--- config.mk ---
export PLATFORM = sky130hd
export DESIGN_NAME = sap_ram_loader_flat
export DESIGN_NICKNAME = d
export VERILOG_FILES = /design/src/rtl/sap_ram_loader_if.sv /design/src/rtl/sap_ram_loader.sv /design/src/flat_wrapper.sv
export SDC_FILE = /design/constraint.sdc
export NUM_CORES = 1
export LEC_CHECK = 0
export ABC_AREA = 1
export CELL_PAD_IN_SITES_DETAIL_PLACEMENT = 0
export CELL_PAD_IN_SITES_GLOBAL_PLACEMENT = 2
export CORE_MARGIN = 2
export CORE_UTILIZATION = 29
export CTS_CLUSTER_SIZE = 10
export DETAILED_ROUTE_END_ITERATION = 12
export PLACE_DENSITY = 0.76
export SLEW_MARGIN = 15
export SYNTH_ARGS = -nofsm -noshare
export SYNTH_HDL_FRONTEND = slang
export SYNTH_SLANG_ARGS = --single-unit
--- constraint.sdc ---
create_clock -name clock -period 2.65 [get_ports clock]
set_input_delay 0.795 -clock clock [delete_from_list [all_inputs] [get_ports clock]]
set_output_delay 0.795 -clock clock [all_outputs]
set_load 0.01 [all_outputs]
--- src/rtl/sap_ram_loader_if.sv ---
// ---------------------------------------------------------------------------
// sap_ram_loader_if
// Bundles the program-byte input stream and the RAM write bus of the SAP
// program loader.
//   in_valid / in_data / in_ready : byte stream, transfer when valid & ready
//   ram_we / ram_addr / ram_data  : registered RAM write port
// Modports:
//   slave  : the loader (consumes the stream, drives the RAM bus)
//   master : the environment (produces the stream, observes the RAM bus)
// ---------------------------------------------------------------------------
interface sap_ram_loader_if #(
    parameter int ADDR_W = 4,
    parameter int DATA_W = 8
);
    logic              in_valid;
    logic [DATA_W-1:0] in_data;
    logic              in_ready;
    logic              ram_we;
    logic [ADDR_W-1:0] ram_addr;
    logic [DATA_W-1:0] ram_data;

    modport slave (
        input  in_valid,
        input  in_data,
        output in_ready,
        output ram_we,
        output ram_addr,
        output ram_data
    );

    modport master (
        output in_valid,
        output in_data,
        input  in_ready,
        input  ram_we,
        input  ram_addr,
        input  ram_data
    );
endinterface

--- src/rtl/sap_ram_loader.sv ---
// ---------------------------------------------------------------------------
// sap_ram_loader
// Loads a DEPTH-word program into the SAP RAM from a byte stream, verifies a
// trailing checksum byte, then clears and releases the CPU until it halts.
// Ports:
//   clock, reset : single clock, synchronous active-high reset
//   start        : begin a load (honoured only in IDLE, DONE, ERROR)
//   cpu_halt     : CPU decoded HALT (honoured only in RUN)
//   bus          : program byte stream in, RAM write bus out
//   cpu_clear    : one-cycle clear of CPU PC and ring counter
//   cpu_run      : CPU clock enable
//   busy/done/error : status flags
// All outputs are registers; their next values are decoded from next state.
// ---------------------------------------------------------------------------
module sap_ram_loader #(
    parameter int ADDR_W = 4,
    parameter int DATA_W = 8
) (
    input  logic                clock,
    input  logic                reset,
    input  logic                start,
    input  logic                cpu_halt,
    sap_ram_loader_if.slave     bus,
    output logic                cpu_clear,
    output logic                cpu_run,
    output logic                busy,
    output logic                done,
    output logic                error
);

    typedef enum logic [2:0] {
        ST_IDLE  = 3'd0,
        ST_LOAD  = 3'd1,
        ST_CHECK = 3'd2,
        ST_CLEAR = 3'd3,
        ST_RUN   = 3'd4,
        ST_DONE  = 3'd5,
        ST_ERROR = 3'd6
    } state_t;

    // Counter value of the last program byte; its handshake ends LOAD.
    localparam logic [ADDR_W-1:0] CNT_LAST = {ADDR_W{1'b1}};

    // Modulo-2**DATA_W checksum accumulation.
    function automatic logic [DATA_W-1:0] csum_add(
        input logic [DATA_W-1:0] a,
        input logic [DATA_W-1:0] b
    );
        return a + b;
    endfunction

    state_t            state_q, state_d;
    logic [ADDR_W-1:0] cnt_q, cnt_d;
    logic [DATA_W-1:0] acc_q, acc_d;
    logic              ram_we_q, ram_we_d;
    logic [ADDR_W-1:0] ram_addr_q, ram_addr_d;
    logic [DATA_W-1:0] ram_data_q, ram_data_d;
    logic              in_ready_q, in_ready_d;
    logic              cpu_clear_q, cpu_clear_d;
    logic              cpu_run_q, cpu_run_d;
    logic              busy_q, busy_d;
    logic              done_q, done_d;
    logic              error_q, error_d;
    logic              hs_s;
    logic [DATA_W-1:0] check_sum_s;

    // in_ready_q mirrors "state is LOAD or CHECK", so this is the handshake.
    assign hs_s        = bus.in_valid & in_ready_q;
    assign check_sum_s = csum_add(acc_q, bus.in_data);

    // Next-state, counter, accumulator and RAM write-port logic.
    always_comb begin
        state_d    = state_q;
        cnt_d      = cnt_q;
        acc_d      = acc_q;
        ram_we_d   = 1'b0;
        ram_addr_d = ram_addr_q;
        ram_data_d = ram_data_q;
        case (state_q)
            ST_IDLE, ST_DONE, ST_ERROR: begin
                if (start) begin
                    state_d = ST_LOAD;
                    cnt_d   = {ADDR_W{1'b0}};
                    acc_d   = {DATA_W{1'b0}};
                end else begin
                    state_d = state_q;
                end
            end
            ST_LOAD: begin
                if (hs_s) begin
                    ram_we_d   = 1'b1;
                    ram_addr_d = cnt_q;
                    ram_data_d = bus.in_data;
                    cnt_d      = cnt_q + ADDR_W'(1);
                    acc_d      = csum_add(acc_q, bus.in_data);
                    if (cnt_q == CNT_LAST) begin
                        state_d = ST_CHECK;
                    end else begin
                        state_d = ST_LOAD;
                    end
                end else begin
                    state_d = ST_LOAD;
                end
            end
            ST_CHECK: begin
                if (hs_s) begin
                    if (check_sum_s == {DATA_W{1'b0}}) begin
                        state_d = ST_CLEAR;
                    end else begin
                        state_d = ST_ERROR;
                    end
                end else begin
                    state_d = ST_CHECK;
                end
            end
            ST_CLEAR: begin
                state_d = ST_RUN;
            end
            ST_RUN: begin
                if (cpu_halt) begin
                    state_d = ST_DONE;
                end else begin
                    state_d = ST_RUN;
                end
            end
            default: begin
                state_d = ST_IDLE;
            end
        endcase
    end

    // Status and control outputs decoded from the next state so the registered
    // copies line up with the state register.
    always_comb begin
        in_ready_d  = 1'b0;
        cpu_clear_d = 1'b0;
        cpu_run_d   = 1'b0;
        busy_d      = 1'b0;
        done_d      = 1'b0;
        error_d     = 1'b0;
        case (state_d)
            ST_LOAD: begin
                in_ready_d = 1'b1;
                busy_d     = 1'b1;
            end
            ST_CHECK: begin
                in_ready_d = 1'b1;
                busy_d     = 1'b1;
            end
            ST_CLEAR: begin
                cpu_clear_d = 1'b1;
                busy_d      = 1'b1;
            end
            ST_RUN: begin
                cpu_run_d = 1'b1;
            end
            ST_DONE: begin
                done_d = 1'b1;
            end
            ST_ERROR: begin
                error_d = 1'b1;
            end
            default: begin
                in_ready_d = 1'b0;
            end
        endcase
    end

    // State, datapath and output registers with synchronous reset.
    always_ff @(posedge clock) begin
        if (reset) begin
            state_q     <= ST_IDLE;
            cnt_q       <= {ADDR_W{1'b0}};
            acc_q       <= {DATA_W{1'b0}};
            ram_we_q    <= 1'b0;
            ram_addr_q  <= {ADDR_W{1'b0}};
            ram_data_q  <= {DATA_W{1'b0}};
            in_ready_q  <= 1'b0;
            cpu_clear_q <= 1'b0;
            cpu_run_q   <= 1'b0;
            busy_q      <= 1'b0;
            done_q      <= 1'b0;
            error_q     <= 1'b0;
        end else begin
            state_q     <= state_d;
            cnt_q       <= cnt_d;
            acc_q       <= acc_d;
            ram_we_q    <= ram_we_d;
            ram_addr_q  <= ram_addr_d;
            ram_data_q  <= ram_data_d;
            in_ready_q  <= in_ready_d;
            cpu_clear_q <= cpu_clear_d;
            cpu_run_q   <= cpu_run_d;
            busy_q      <= busy_d;
            done_q      <= done_d;
            error_q     <= error_d;
        end
    end

    assign bus.in_ready = in_ready_q;
    assign bus.ram_we   = ram_we_q;
    assign bus.ram_addr = ram_addr_q;
    assign bus.ram_data = ram_data_q;
    assign cpu_clear    = cpu_clear_q;
    assign cpu_run      = cpu_run_q;
    assign busy         = busy_q;
    assign done         = done_q;
    assign error        = error_q;

endmodule

--- src/flat_wrapper.sv ---
// flat-port wrapper written by rule: the top's interface ports become plain ports
module sap_ram_loader_flat 
#(
    parameter int ADDR_W = 4,
    parameter int DATA_W = 8
)
  (clock, reset, start, cpu_halt, cpu_clear, cpu_run, busy, done, error, bus_in_valid, bus_in_data, bus_in_ready, bus_ram_we, bus_ram_addr, bus_ram_data);
  sap_ram_loader_if #(.ADDR_W(ADDR_W), .DATA_W(DATA_W)) bus_i ();
  input  logic clock;
  input  logic reset;
  input  logic start;
  input  logic cpu_halt;
  output logic cpu_clear;
  output logic cpu_run;
  output logic busy;
  output logic done;
  output logic error;
  input wire logic [$bits(bus_i.in_valid)-1:0] bus_in_valid;
  input wire logic [$bits(bus_i.in_data)-1:0] bus_in_data;
  output wire logic [$bits(bus_i.in_ready)-1:0] bus_in_ready;
  output wire logic [$bits(bus_i.ram_we)-1:0] bus_ram_we;
  output wire logic [$bits(bus_i.ram_addr)-1:0] bus_ram_addr;
  output wire logic [$bits(bus_i.ram_data)-1:0] bus_ram_data;
  assign bus_i.in_valid = bus_in_valid;
  assign bus_i.in_data = bus_in_data;
  assign bus_in_ready = bus_i.in_ready;
  assign bus_ram_we = bus_i.ram_we;
  assign bus_ram_addr = bus_i.ram_addr;
  assign bus_ram_data = bus_i.ram_data;
  sap_ram_loader #(.ADDR_W(ADDR_W), .DATA_W(DATA_W)) u_core (.clock(clock), .reset(reset), .start(start), .cpu_halt(cpu_halt), .bus(bus_i), .cpu_clear(cpu_clear), .cpu_run(cpu_run), .busy(busy), .done(done), .error(error));
endmodule
==> reports/metrics.yaml <==
ios: 32
fillers: 642
num_rows: 28
slew_violations: 0
syn-num-nets: 267
powerDensity_mw_per_mm2: 548
clock_sinks: 34
vias: 1634
routed_wl_mm: 4.35
relSlewSlack: 0.598
routabilityCongestion: 0.745
maxCapViolations: 0
ys_types: 34
synth_xor_xnor_area_share: 0.00999
yosysWarnings: 0
die-area_sq_mm: 0.00668
chipWidth_um: 81.7
htreeDepth: 2
most-common-layout-cells: "nand2_1 (45), nor2_1 (37), dfxtp_1 (34)"
grt_max_degree: 17
drt_iter0_drc: 76
r2r-start: "u_core.acc_q[0]"
cp_max_fo: 3
die_h_um: 81.7
worst_skew_pair.late_latency_ns: 0.29
startpoint_type: "input pin"
skew_ns: 0.00625
final_nets: 315
wl_met3_um: 159
core_area_sq_mm: 0.00589
rsz0062_at_grt: "false"
tightest_slew_ns: 0.597
synth_top_family_by_area: "simple AND/OR/NAND/NOR gates"
max-vdd-ir-drop_mv: 0.296
worst_ep_required_time_ns: 2.83
synth_top_cell_by_area: "dfxtp_1"
cts_root_buffer: "clkbuf_8"
ys_seq_area_frac: 0.388
grt_pass1_wl_mm: 7.25
topRoutingLayerUsed: "met4"
end_kind: "flop"
ant_nets: 0
gr-usage-all-layers: 0.145
syn-cell-area_sq_mm: 0.00175
dpl.hpwl_mm: 3.24
syn_inst: 245
crit_type: "in2reg"
drc: 0
synthMuxAreaShare: 0
synthAdderAreaFrac: 0.0685
hold_viol_final: 0
status: "complete, no violations"
finalSetupViolCount: 0
synth_top_area_frac: 0.388
power_leakage_uw: 0.00109
startpoint: "bus_in_data[0]"
cts-hold-fix-buffers: 0
final_area_sq_mm: 0.00236
grt_antenna_before_repair: 0
post_dp_cell_area_sq_mm: 0.00224
hp-class: "reg2reg"
arrival_ns: 2.66
cts_tree: "yes"
synth.avg_cell_area_sq_um: 7.15
synth_area_leaders: "dfxtp_1 (39%), nand2_1 (10%), nor2_1 (8.1%), inv_1 (6.4%), nand3_1 (6.0%)"
synth_compound_area_frac: 0.131
holdWs_ns: 0.473
final_common_cell: "nand2_1"
min_period_ns: 2.48
cts_made_buffers: 5
antenna_cells: 0
cts.clk_slew.worst_paths_ns: 0.07
area_delta_synth_final_pct: 34.4
ys_ff_latch: 34
met2_length_mm: 1.92
worstHoldStart: "u_core.acc_q[6]"
drive_gt1_frac: 0.139
port_buffers: 31
initial_core_util: 0.298
fin_crit_sh: 0.937
overflow: 0
wl_per_cell_um: 11.8
first_pass_iters: 4
grt_pass1_vias: 1538
m1WireLength_mm: 2.24
cts_max_path_buffers: 2
fmax_mhz: 403
vias_per_cell: 4.43
synth-simple-area-share: 0.308
## critical path: stages
cell and delay, ns:
dlygate4sd2_1 0.25, ha_2 0.18, fa_1 0.44, or2_2 0.28, nor2_1 0.10, nand3_1 0.10
nor2_2 0.12, nand2_1 0.10, nand2_2 0.09, nand3_1 0.09, nand2_2 0.08, nor2_1 0.04
## logic make-up (layout without fill, tap and decap cells)
logic type      count (synthesis)  count (layout)
simple gates                  118             118
compound gates                 42              42
buf+inv                        40              89
flops                          34              34
fa+ha+maj                       9               9
xor+xnor                        2               2
## per-layer routing
metal | vias up | track usage
met4 | 0 | 0.0350
met3 | 4 | 0.0495
met2 | 26 | 0.227
met1 | 721 | 0.191
li1 | 883 | -
met5 | - | 0
## state kept, by name, indices dropped and copies added (netlist names)
name,count
u_core.acc_q,8
u_core.cnt_q,4
u_core.cpu_clear,1
u_core.bus.ram_addr,4
u_core.done,1
u_core.error,1
u_core.state_q,3
u_core.bus.ram_we,1
u_core.busy,1
u_core.bus.in_ready,1
u_core.cpu_run,1
u_core.bus.ram_data,8
## where the power goes
| part | switching (uW) | total, uW | internal, uW | leakage (uW) |
|---|---|---|---|---|
| Combinational | 144 | 269 | 125 | 0.000765 |
| Clock | 190 | 471 | 281 | 0.0000524 |
| Sequential | 16.0 | 551 | 535 | 0.000276 |
## Yosys cell counts, drive strengths merged
master   number
o22ai         1
nand2        48
a21oi        15
ha            8
buf           4
o211ai        1
inv          34
o31ai         1
nor3          1
xnor2         1
o2111ai       1
nor2         39
or2           2
a21boi        1
fa            1
nand3        25
clkbuf        2
nand4         1
dfxtp        34
nor4          1
nor3b         1
o21ai        21
xor2          1
o21a          1
## per-stage QoR
| step | util | setup TNS [ns] | setup WS [ns] | instances | power, uW |
|---|---|---|---|---|---|
| 6_report | 0.400 | 0 | 0.167 | 369 | 1290 |
| 5_1_grt | 0.400 | 0 | 0.0102 | 369 | 1380 |
| 2_1_floorplan | - | 0 | 0.211 | 245 | 722 |
| 3_5_place_dp | 0.380 | -2.97 | -0.428 | 361 | 833 |
| 4_1_cts | 0.399 | 0 | 0.0572 | 369 | 1310 |
| 3_3_place_gp | 0.380 | -2.71 | -0.394 | 361 | 835 |
## worst paths after layout
check	end	slack (ns)	cells past startpoint
worst min register to register	u_core.acc_q[6]	0.47	2
worst min-delay path	u_core.acc_q[6]	0.47	2
worst max register to register	u_core.done	0.60	11
worst max-delay path	u_core.done	0.17	12
## area by class of cell
type,instances,area [sq um],share of cell area
inverter,34,128,0.0542
sequential,34,681,0.289
timing repair buffer,47,432,0.183
clock buffer,7,76.3,0.0324
multi-input combinational,171,916,0.389
tap,75,93.8,0.0398
clock inverter,1,30.0,0.0127
## what timing repair did
| action | in CTS | in global routing |
|---|---|---|
| setup buffers | 0 | 0 |
| resized for setup | 4 | 2 |
| pin swaps | 2 | 2 |
| endpoints found under the setup margin | 6 | 6 |
(Power assumes the default switching activity.)
